===== src/rtl/lcd_init_sequencer.sv =====
// HD44780 4-bit power-on initialisation and byte-to-nibble sequencer.
// Sole master of the lcd_interface nibble handshake.
module lcd_init_sequencer #(
  parameter int POWERON_CYCLES    = 1080000,
  parameter int INIT_WAIT_CYCLES  = 110700,
  parameter int SHORT_WAIT_CYCLES = 2700,
  parameter int GUARD_CYCLES      = 2
) (
  input  logic       i_clk,
  input  logic       i_rst,
  input  logic       i_reinit,
  input  logic       i_req_valid,
  input  logic       i_req_rs,
  input  logic [7:0] i_req_data,
  output logic       o_req_ready,
  output logic       o_init_done,
  output logic [3:0] o_nib_data,
  output logic       o_nib_valid,
  output logic       o_nib_rs,
  input  logic       i_if_ready
);

  localparam int MAX_A    = (POWERON_CYCLES > INIT_WAIT_CYCLES) ? POWERON_CYCLES : INIT_WAIT_CYCLES;
  localparam int MAX_WAIT = (MAX_A > SHORT_WAIT_CYCLES) ? MAX_A : SHORT_WAIT_CYCLES;
  localparam int CW       = $clog2(MAX_WAIT) + 1;
  localparam int GW       = $clog2(GUARD_CYCLES + 1) + 1;

  localparam logic [CW-1:0] POWERON_LOAD = CW'(POWERON_CYCLES - 1);
  localparam logic [CW-1:0] INIT_LOAD    = CW'(INIT_WAIT_CYCLES - 1);
  localparam logic [CW-1:0] SHORT_LOAD   = CW'(SHORT_WAIT_CYCLES - 1);
  localparam logic [GW-1:0] GUARD_LOAD   = GW'(GUARD_CYCLES);

  typedef enum logic [2:0] {
    POWERON, INIT_NIB, INIT_DELAY, INIT_CMD, IDLE, SEND_HI, SEND_LO
  } state_t;

  state_t        state, state_next;
  logic [CW-1:0] wait_cnt, wait_cnt_next;
  logic          wait_armed, armed_next;
  logic [GW-1:0] guard_cnt, guard_next;
  logic          pending, pending_next;
  logic [1:0]    init_idx, init_idx_next;
  logic [2:0]    cmd_idx, cmd_idx_next;
  logic [7:0]    byte_q, byte_next;
  logic          byte_rs, byte_rs_next;
  logic          cmd_mode, cmd_mode_next;
  logic          init_done_q, done_next;
  logic          reinit_pend, reinit_next;
  logic [3:0]    nib_q, nib_next;
  logic          nib_rs_q, nib_rs_next;
  logic          strobe, nib_done, req_ready, restart;
  logic [7:0]    cmd_cur;

  function automatic logic [7:0] cmd_byte(input logic [2:0] idx);
    case (idx)
      3'd0:    cmd_byte = 8'h28;
      3'd1:    cmd_byte = 8'h08;
      3'd2:    cmd_byte = 8'h01;
      3'd3:    cmd_byte = 8'h06;
      default: cmd_byte = 8'h0C;
    endcase
  endfunction

  always_ff @(posedge i_clk or posedge i_rst) begin
    if (i_rst) begin
      state       <= POWERON;
      wait_cnt    <= '0;
      wait_armed  <= 1'b0;
      guard_cnt   <= '0;
      pending     <= 1'b0;
      init_idx    <= '0;
      cmd_idx     <= '0;
      byte_q      <= '0;
      byte_rs     <= 1'b0;
      cmd_mode    <= 1'b0;
      init_done_q <= 1'b0;
      reinit_pend <= 1'b0;
      nib_q       <= '0;
      nib_rs_q    <= 1'b0;
    end else begin
      state       <= state_next;
      wait_cnt    <= wait_cnt_next;
      wait_armed  <= armed_next;
      guard_cnt   <= guard_next;
      pending     <= pending_next;
      init_idx    <= init_idx_next;
      cmd_idx     <= cmd_idx_next;
      byte_q      <= byte_next;
      byte_rs     <= byte_rs_next;
      cmd_mode    <= cmd_mode_next;
      init_done_q <= done_next;
      reinit_pend <= reinit_next;
      nib_q       <= nib_next;
      nib_rs_q    <= nib_rs_next;
    end
  end

  // The nibble register is loaded on entry to an issuing state so it is stable before any strobe.
  always_comb begin
    state_next    = state;
    wait_cnt_next = wait_cnt;
    armed_next    = wait_armed;
    guard_next    = guard_cnt;
    pending_next  = pending;
    init_idx_next = init_idx;
    cmd_idx_next  = cmd_idx;
    byte_next     = byte_q;
    byte_rs_next  = byte_rs;
    cmd_mode_next = cmd_mode;
    done_next     = init_done_q;
    reinit_next   = reinit_pend | i_reinit;
    nib_next      = nib_q;
    nib_rs_next   = nib_rs_q;
    restart       = 1'b0;
    cmd_cur       = cmd_byte(cmd_idx);

    if (strobe) begin
      pending_next = 1'b1;
      guard_next   = GUARD_LOAD;
    end else if (pending && guard_cnt != '0) begin
      guard_next = guard_cnt - 1'b1;
    end
    if (nib_done) pending_next = 1'b0;

    case (state)
      POWERON: begin
        if (reinit_pend) restart = 1'b1;
        else if (!wait_armed) begin
          wait_cnt_next = POWERON_LOAD;
          armed_next    = 1'b1;
        end else if (wait_cnt != '0) wait_cnt_next = wait_cnt - 1'b1;
        else begin
          state_next    = INIT_NIB;
          init_idx_next = 2'd0;
          nib_next      = 4'h3;
          nib_rs_next   = 1'b0;
        end
      end
      INIT_NIB: if (nib_done) begin
        if (reinit_pend) restart = 1'b1;
        else begin
          state_next    = INIT_DELAY;
          wait_cnt_next = (init_idx == 2'd0) ? INIT_LOAD : SHORT_LOAD;
        end
      end
      INIT_DELAY: begin
        if (reinit_pend) restart = 1'b1;
        else if (wait_cnt != '0) wait_cnt_next = wait_cnt - 1'b1;
        else if (init_idx == 2'd3) begin
          state_next   = INIT_CMD;
          cmd_idx_next = 3'd0;
        end else begin
          state_next    = INIT_NIB;
          init_idx_next = init_idx + 2'd1;
          nib_next      = (init_idx == 2'd2) ? 4'h2 : 4'h3;
          nib_rs_next   = 1'b0;
        end
      end
      INIT_CMD: begin
        if (reinit_pend) restart = 1'b1;
        else begin
          state_next    = SEND_HI;
          byte_next     = cmd_cur;
          byte_rs_next  = 1'b0;
          cmd_mode_next = 1'b1;
          nib_next      = cmd_cur[7:4];
          nib_rs_next   = 1'b0;
        end
      end
      IDLE: begin
        if (reinit_pend) restart = 1'b1;
        else if (i_req_valid && req_ready) begin
          state_next    = SEND_HI;
          byte_next     = i_req_data;
          byte_rs_next  = i_req_rs;
          cmd_mode_next = 1'b0;
          nib_next      = i_req_data[7:4];
          nib_rs_next   = i_req_rs;
        end
      end
      SEND_HI: if (nib_done) begin
        state_next  = SEND_LO;
        nib_next    = byte_q[3:0];
        nib_rs_next = byte_rs;
      end
      SEND_LO: if (nib_done) begin
        if (reinit_pend) restart = 1'b1;
        else if (cmd_mode && cmd_idx != 3'd4) begin
          state_next   = INIT_CMD;
          cmd_idx_next = cmd_idx + 3'd1;
        end else begin
          state_next = IDLE;
          done_next  = 1'b1;
        end
      end
      default: state_next = POWERON;
    endcase

    if (restart) begin
      state_next    = POWERON;
      wait_cnt_next = POWERON_LOAD;
      armed_next    = 1'b1;
      reinit_next   = 1'b0;
      done_next     = 1'b0;
    end
    if (i_reinit) begin
      done_next   = 1'b0;
      reinit_next = 1'b1;
    end
  end

  always_comb begin
    strobe      = (state == INIT_NIB || state == SEND_HI || state == SEND_LO) && !pending && i_if_ready;
    nib_done    = pending && (guard_cnt == '0) && i_if_ready;
    req_ready   = (state == IDLE) && init_done_q && !reinit_pend && !pending;
    o_req_ready = req_ready;
    o_init_done = init_done_q;
    o_nib_valid = strobe;
    o_nib_data  = nib_q;
    o_nib_rs    = nib_rs_q;
  end

endmodule


===== config.mk =====
export PLATFORM = sky130hd
export DESIGN_NAME = lcd_init_sequencer
export DESIGN_NICKNAME = d
export VERILOG_FILES = /design/src/rtl/lcd_init_sequencer.sv
export SDC_FILE = /design/constraint.sdc
export NUM_CORES = 1
export LEC_CHECK = 0
export BUFFER_PORTS_ARGS = -buffer_cell sky130_fd_sc_hd__buf_2
export CAP_MARGIN = 20
export CORE_ASPECT_RATIO = 0.7
export CORE_UTILIZATION = 56
export DETAILED_ROUTE_END_ITERATION = 12
export GPL_TIMING_DRIVEN = 1
export PLACE_DENSITY = 0.83
export SLEW_MARGIN = 20
export SYNTH_ARGS = -nofsm -noshare
export SYNTH_HDL_FRONTEND = slang
export SYNTH_SLANG_ARGS = --single-unit
export TNS_END_PERCENT = 30

===== constraint.sdc =====
create_clock -name i_clk -period 3.2 [get_ports i_clk]
set_clock_uncertainty 0.05 [all_clocks]
set_input_delay 0.64 -clock i_clk [delete_from_list [all_inputs] [get_ports i_clk]]
set_output_delay 0.64 -clock i_clk [all_outputs]
set_load 0.02 [all_outputs]

# Yosys cells after proc, flatten, opt, wreduce, memory -nomap -nowiden
# Cells that the tools add are included.
[classes]
add_sub_neg = 4
mul = 0
div = 0
order_cmp = 0
eq_ne = 42
n_shift = 0
n_mux = 90
bitwise_logic = 1
reduce_logical = 40
[ops]
columns = ["op", "n"]
rows = [
  ["$mux 22", 7],
  ["$mux 3", 23],
  ["$pmux 22 s3", 1],
  ["$mux 4", 13],
  ["$ne 3x3->1 const B", 15],
  ["$mux 1", 28],
  ["$ne 2x2->1 const B", 14],
  ["$pmux 6 s4", 1],
  ["$reduce_bool 22->1", 1],
  ["$sub 22x1->22 const B", 1],
  ["$pmux 3 s7", 1],
  ["$pmux 4 s5", 1],
  ["$mux 17", 1],
  ["$mux 2", 7],
  ["$reduce_and 7->1", 2],
  ["$reduce_and 13->1", 1],
  ["$eq 3x2->1 const B", 4],
  ["$reduce_bool 2->1", 6],
  ["$reduce_and 11->1", 1],
  ["$logic_and 1x1->1", 10],
  ["$eq 3x3->1 const B", 3],
  ["$logic_not 3->1", 3],
  ["$reduce_bool 3->1", 3],
  ["$pmux 4 s2", 1],
  ["22 further kinds", 29],
]
[totals]
register_bits = 48
latchBits = 0
mem_bits_rw = 0
romBits = 0
input_bits = 14
wordCells = 191
mem_count = 0

# Logic depth before layout (Yosys ltp)
# Gate-level depths: netlist of run 1.
[depth]
ltp_word = 9
depth_mapped = 12

# Worst setup path before layout of run 1
# Ideal clock, no wire load.
[synth_timing]
kind = "flip-flop to flip-flop"
start = "register wait_cnt[18]"
end = "register nib_q[0] (netlist: o_nib_data[0])"
setup_ns = 0.125
arrival_time_ns = 2.322
required_time_ns = 3.025
path_slack_ns = 0.702
path_stages_with_launch = 9
path_buffers = 2
period_less_slack_ns = 2.498
path_cell_list = "dfrtp_1 > or4_4 > or3_4 > buf_6 > a211o_1 > a21oi_2 > and3_1 > buf_6 > mux2_4"
[synth_between]
elab_chain_len = 3
word_cells_on_any_way = 4
[synth_rtl]
columns = ["element", "line_no", "source"]
rows = [
  ["start: declaration", "38", "logic [CW-1:0] wait_cnt, wait_cnt_next;"],
  ["start signal: assignment", "82", "wait_cnt <= wait_cnt_next;"],
  ["$reduce_bool 22->1 (*)", "131, 148", ""],
  ["$ne 2x2->1 (no source line)", "-", ""],
  ["$reduce_and 11->1 (no source line) (*)", "-", ""],
  ["end signal: assignment", "93", "nib_q <= nib_next;"],
  ["end: declaration", "49", "logic [3:0] nib_q, nib_next;"],
]
# Mark *: on every way between the ends. The rest lies on a longest branch, timed or not.
# A chain may end at the register's enable or synchronous reset.

# Worst setup path after layout of run 1
[layout_timing]
start = "register state[0]"
end = "output o_nib_valid"
[layout_between]
elab_chain_len = 5
word_cells_on_any_way = 7
[layout_rtl]
columns = ["element", "line_no", "source"]
rows = [
  ["start: declaration", "37", "state_t state, state_next;"],
  ["start signal: assignment", "81", "state <= state_next;"],
  ["$eq 3x1->1 / $eq 3x3->1 (equally long branches)", "213", "strobe = (state == INIT_NIB || state == SEND_HI || state == SEND_LO) && !pending && i_if_ready;"],
  ["$logic_or 1x1->1", "213", ""],
  ["$logic_or 1x1->1 (*)", "213", ""],
  ["$logic_and 1x1->1 (*) (2 in a row)", "213", ""],
  ["end: declaration", "18", "output logic o_nib_valid,"],
]
# Marks and branches as above.

==> metrics.yaml, run 1 <==
synthesis:
  yosys.area_share.simple_pct: 25.0
  netlist_instances: 372
  synth_area_leaders: "dfrtp_1, ha_1, nor2_1"
  syn-cell-area_mm2: 0.00320
  synth_mux_area_share_pct: 6.97
  synth_adder_area_share_pct: 4.31
  synth-edff-count: 0
  synth_compound_area_share_pct: 19.6
  synth-async-reset-ratio_pct: 100
  ys_warn_count: 0
  yosysTopAreaCell: "dfrtp_1"
  synthesis.nets: 397
  synth_ff_type: "dfrtp_1"
  synth_top_area_share_pct: 37.6
  seq_area_frac_synth_pct: 37.6
  synthXorXnorAreaFrac_pct: 1.92
  synth_top_family_by_area: "simple AND/OR/NAND/NOR gates"
  synth.distinct_cells: 56
  ys_ff_latch: 48
  avgSynthCellArea_um2: 8.59
route:
  viasPerCell: 6.28
  drtPass1Iterations: 5
  detail-route-antenna-nets: 0
  routed_wl_um: 7760
  post-route-drc-count: 0
  post_drt_wl_per_cell_um: 16.8
  first_iter_violations: 343
  vias: 2894
clock_network:
  clk_latency_ns: 0.31
  cts_tree: "yes"
  cts_sinks: 48
  root_buffer: "clkbuf_8"
  clk_path_buf_depth: 2
  post_cts_resized: 0
  cts_max_level: 2
  cts_made_buffers: 5
  hold_buffers: 0
  path_clk_slew_ns: 0.09
  cts_setup_buffers: 0
finish:
  postLayoutCoreUtil_pct: 64.7
  drive_gt1_share_pct: 14.4
  seq_area_mm2: 0.00120
  syn2layout_area_growth_pct: 8.57
  multi_input_area_mm2: 0.00185
  final_cells: 461
  n_fill_cell: 453
  num_antenna_cells: 0
  nNetsFinal: 413
timing:
  slew-limit-headroom_pct: 44.1
  drv_slew: 0
  max_freq_mhz: 351
  finalHoldViolCount: 0
  rsz0062_at_grt: "false"
  period_minus_slack_ns: 2.85
  setup_violations: 0
  min_period_over_period_pct: 89.0
  whs_ns: 0.397
  tns_ns: 0
  worstMarginPinSlew_ns: 0.838
floorplanning:
  die-area_mm2: 0.00602
  die_h_um: 65.2
  start_util_pct: 59.6
  pin_count: 22
  die_width_um: 92.3
  rows: 22
  fp.coreArea_mm2: 0.00537
global_route:
  grt_first_pass_wirelength_um: 13000
  antenna_found_initial: 0
  grt_max_degree: 49
  grt_pass1_vias: 2596
  grtUsageTotal_pct: 27.9
  grt_overflow: 0
power:
  leakagePower_nw: 1.47
  power_density_mw_per_mm2: 323
  ir_drop_uv: 183
worst_setup_path:
  worst-path-max-fanout: 25
  cp-start-kind: "flop"
  critPathKind: "reg2out"
  end_kind: "output port"
  reg2reg_from: "guard_cnt[0]"
  worst_ep_required_time_ns: 2.51
  startpoint: "state[0]"
  cp.arrival_ns: 2.16
status:
  status: "finished clean"
placed_design:
  port_buffers: 21
  dpl.hpwl_um: 5560
  post-place-cells: 453
  gp_congestion: 1.01
job:
  drv_cap: 0
hold_path:
  hp-class: "in2async"
==> Yosys cell counts, types with 7 or more instances <==
| cell type | number |
|---|---|
| mux2i_1 | 8 |
| nor2_1 | 36 |
| o21ai_0 | 22 |
| ha_1 | 11 |
| clkbuf_1 | 15 |
| nor2b_1 | 12 |
| inv_1 | 16 |
| nand3_1 | 9 |
| or3_1 | 9 |
| and3_1 | 7 |
| nand2b_1 | 9 |
| nor3_1 | 23 |
| nand2_1 | 30 |
| dfrtp_1 | 48 |
| a21oi_1 | 23 |
==> layer usage <==
layer	global-route usage, %	wire length, um	part of all wire [%]	vias up
li1	-	-	-	1383
met1	43.9	3650	47	1353
met2	37.9	3280	42	147
met3	6.48	762	9.8	11
met4	6.84	65	0.84	0
met5	0	0	0	-
==> final timing paths <==
check / endpoint / slack [ns] / cells past startpoint
max in group asynchronous: o_init_done / 2.19 / 2
max reg2reg: wait_cnt[17] / 0.45 / 9
max: o_nib_valid / 0.35 / 5
min in group i_clk: o_init_done / 0.46 / 2
min reg2reg: o_nib_data[2] / 0.47 / 1
min: wait_cnt[4] / 0.40 / 2
==> placed cells by master (no fill, tap or decap), drive strengths merged, types with 7 or more instances in the layout <==
cell type,instances
nand3,9
nand2,30
nor2b,12
dfrtp,48
nor2,36
or3,10
and3,7
ha,11
mux2i,8
nand2b,9
a21oi,24
inv,15
buf,28
mux2,11
nor3,23
o21ai,22
==> per-stage QoR <==
stage | power [W] | setup WS, ns | area (um^2)
2_1_floorplan | 0.000666 | 0.702 | 3200
3_3_place_gp | 0.000687 | 0.606 | 3360
3_5_place_dp | 0.000689 | 0.536 | 3360
4_1_cts | 0.00113 | 0.379 | 3470
5_1_grt | 0.00116 | 0.176 | 3470
6_report | 0.00112 | 0.351 | 3470
==> sequential cells by signal (all words and copies together) (netlist names) <==
signal and flops:
o_nib_data 4, guard_cnt 3, reinit_pend 1, init_idx 2, wait_armed 1, cmd_idx 3, wait_cnt 22, o_init_done 1
state 3, byte_q 4, byte_rs 1, pending 1, o_nib_rs 1, cmd_mode 1
==> cells by family (layout without fill, tap and decap cells) <==
logic type | after synthesis | count (layout)
compound gates | 95 | 95
xor+xnor | 7 | 7
fa+ha+maj | 11 | 11
buf+inv | 35 | 52
flops | 48 | 48
mux | 19 | 19
simple gates | 157 | 157
==> final cells by class <==
cell class                 instances  share of cell area [%]
clock buffer                       5                    1.98
clock inverter                     3                    1.23
multi-input combinational        289                    53.3
inverter                          16                    1.77
sequential                        48                    34.6
tap                               72                    2.60
timing repair buffer              28                    4.54
==> where the power goes <==
group / switching (W) / internal, W / total (W)
Combinational: 0.0000390 / 0.0000219 / 0.0000608
Sequential: 0.00000670 / 0.000610 / 0.000617
Clock: 0.000214 / 0.000231 / 0.000445
==> critical path, stage by stage, from the launching register on <==
cell and delay [ns]:
dfrtp_1 0.90, nor2b_1 0.19, and2_1 0.28, o21ai_0 0.25
nor2_1 0.07, buf_2 0.16
Note: power is estimated with default switching activity, not from simulation.
==> inputs of run 2 (changes only) <==
--- a/config.mk
+++ b/config.mk
@@ -5,13 +5,13 @@
 export SDC_FILE = /design/constraint.sdc
 export NUM_CORES = 1
 export LEC_CHECK = 0
+export ABC_AREA = 1
 export BUFFER_PORTS_ARGS = -buffer_cell sky130_fd_sc_hd__buf_2
-export CAP_MARGIN = 20
-export CORE_ASPECT_RATIO = 0.7
+export CORE_ASPECT_RATIO = 0.6
 export CORE_UTILIZATION = 56
 export DETAILED_ROUTE_END_ITERATION = 12
 export GPL_TIMING_DRIVEN = 1
-export PLACE_DENSITY = 0.83
+export PLACE_DENSITY = 0.82
 export SLEW_MARGIN = 20
 export SYNTH_ARGS = -nofsm -noshare
 export SYNTH_HDL_FRONTEND = slang
==> metrics.yaml, run 2 <==
synthesis:
  syn-cell-area_mm2: 0.00356
  ys_warn_count: 0
  synth-async-reset-ratio_pct: 100
  seq_area_frac_synth_pct: 33.8
  synth_area_leaders: "dfrtp_1, nand2_1, nor2_1"
  avgSynthCellArea_um2: 7.32
  yosysTopAreaCell: "dfrtp_1"
  ys_ff_latch: 48
  synth-edff-count: 0
  synth.distinct_cells: 45
  synth_top_area_share_pct: 33.8
  netlist_instances: 486
  synthesis.nets: 511
  synthTopCellsByCount: "nand2_1, nor2_1, dfrtp_1"
  synth_most_common_cell: "nand2_1"
  synth_ff_type: "dfrtp_1"
worst_setup_path:
  worst-path-max-fanout: 10
  cp.arrival_ns: 1.96
  reg2reg_depth: 10
  slowest_delay_ns: 0.80
  end_kind: "output port"
  rrSetupSlack_ns: 1.01
  critPathKind: "reg2out"
  worst_ep_required_time_ns: 2.51
  cp_top_family: "flip-flops"
  r2r-end: "cmd_idx[2]"
  cp_cell_sequence: "nand2_4, o21ai_0, nand3_1, inv_1, buf_2"
  cpMaxStageDelayCell: "dfrtp_1"
  cp-start-kind: "flop"
  worstSetupPathDepth: 5
  worst-path-buf-inv: 2
  reg2reg_from: "wait_cnt[0]"
route:
  first_iter_violations: 340
  viasPerCell: 5.51
  vias: 3257
  routed_wl_um: 8620
  detail-route-antenna-nets: 0
  drtPass1Iterations: 5
  post_drt_wl_per_cell_um: 14.6
  post-route-drc-count: 0
power:
  leakagePower_nw: 1.85
  power_w: 0.00329
  ir_drop_uv: 575
  power_density_mw_per_mm2: 868
clock_network:
  root_buffer: "clkbuf_8"
  path_clk_slew_ns: 0.10
  cts_max_level: 2
  clk_latency_ns: 0.32
  hold_buffers: 0
  clk_path_buf_depth: 2
  cts_setup_buffers: 0
  post_cts_resized: 0
  cts_tree: "yes"
  cts_sinks: 48
  cts_made_buffers: 5
timing:
  max_freq_mhz: 378
  worstMarginPinSlew_ns: 0.829
  min_period_over_period_pct: 82.7
  setup_violations: 0
  rsz0062_at_grt: "false"
  finalHoldViolCount: 0
  slew-limit-headroom_pct: 44.7
  tns_ns: 0
  period_minus_slack_ns: 2.65
  whs_ns: 0.393
  drv_slew: 0
status:
  status: "finished clean"
finish:
  num_antenna_cells: 0
  final_area_mm2: 0.00379
  top_register: "wait_cnt"
  nNetsFinal: 531
  layout_commonest_cell: "nand2_1"
  largest_reg_flops: 22
  seq_area_mm2: 0.00120
  drive_gt1_share_pct: 19.5
  multi_input_area_mm2: 0.00203
  syn2layout_area_growth_pct: 6.65
  postLayoutCoreUtil_pct: 62.1
  final_cell_mix: "nand2_1, nor2_1, dfrtp_1, inv_1, nand3_1"
  n_fill_cell: 563
global_route:
  antenna_found_initial: 0
  grt_max_degree: 49
  grt_overflow: 0
  grt_first_pass_wirelength_um: 14500
  grt_pass1_vias: 2924
  grtUsageTotal_pct: 28.2
floorplanning:
  die_h_um: 63.7
  rows: 22
  die_width_um: 105
  start_util_pct: 58.2
  pin_count: 22
  die-area_mm2: 0.00668
  fp.coreArea_mm2: 0.00611
placed_design:
  placed_area_mm2: 0.00368
  gp_congestion: 0.963
  dpl.hpwl_um: 6640
  port_buffers: 21
hold_path:
  hp-class: "in2async"
job:
  drv_cap: 0
[run 2: how the worst max path moves through the flow]
stage / endpoint / from / slack, ns
2_1_floorplan: byte_q[0] / i_rst / 1.37
3_3_place_gp: o_nib_valid / state[2] / 1.00
3_5_place_dp: o_nib_valid / state[2] / 0.94
4_1_cts: o_nib_valid / state[2] / 0.59
5_1_grt: o_nib_valid / state[2] / 0.46
6_report: o_nib_valid / state[2] / 0.55
[run 2: through the flow]
step,setup slack (ns),instances
floorplan,1.37,486
CTS,0.585,591
detailed placement,0.944,583
finish,0.553,591
global placement,1.00,583
global route,0.459,591
[run 2: kinds of logic (layout without fill, tap and decap cells)]
| family | count (synthesis) | in the layout | synth area share, % |
|---|---|---|---|
| and+or+nand+nor | 294 | 294 | 41.6 |
| buffers and inverters | 70 | 91 | 9.04 |
| DFF | 48 | 48 | 33.8 |
| xor gates and xnor gates | 4 | 4 | 0.985 |
| adders and majority gates | 11 | 11 | 3.87 |
| AOI/OAI and AO/OA | 59 | 59 | 10.7 |
[run 2: power breakdown]
group	switching (W)	leakage, nW	internal, W	total, W
combinational	0.00124	1.23	0.000588	0.00182
clock	0.000219	0.0552	0.000232	0.000452
sequential	0.000228	0.558	0.000786	0.00101
total	0.00168	1.85	0.00161	0.00329
[run 2: area by class of cell]
| class | count | share of cell area (%) |
|---|---|---|
| Multi-Input combinational cell | 368 | 53.6 |
| Sequential cell | 48 | 31.7 |
| Inverter | 62 | 6.33 |
| Timing Repair Buffer | 21 | 2.77 |
| Tap cell | 84 | 2.77 |
| Clock buffer | 6 | 1.91 |
| Clock inverter | 2 | 0.924 |
[run 2: layer usage]
layer	GRT usage (%)	wire length, um	vias to the layer above
met5	0	0	-
li1	-	-	1606
met2	38.5	3230	177
met1	43.3	4240	1465
met4	7.75	88	0
met3	7.04	1050	9
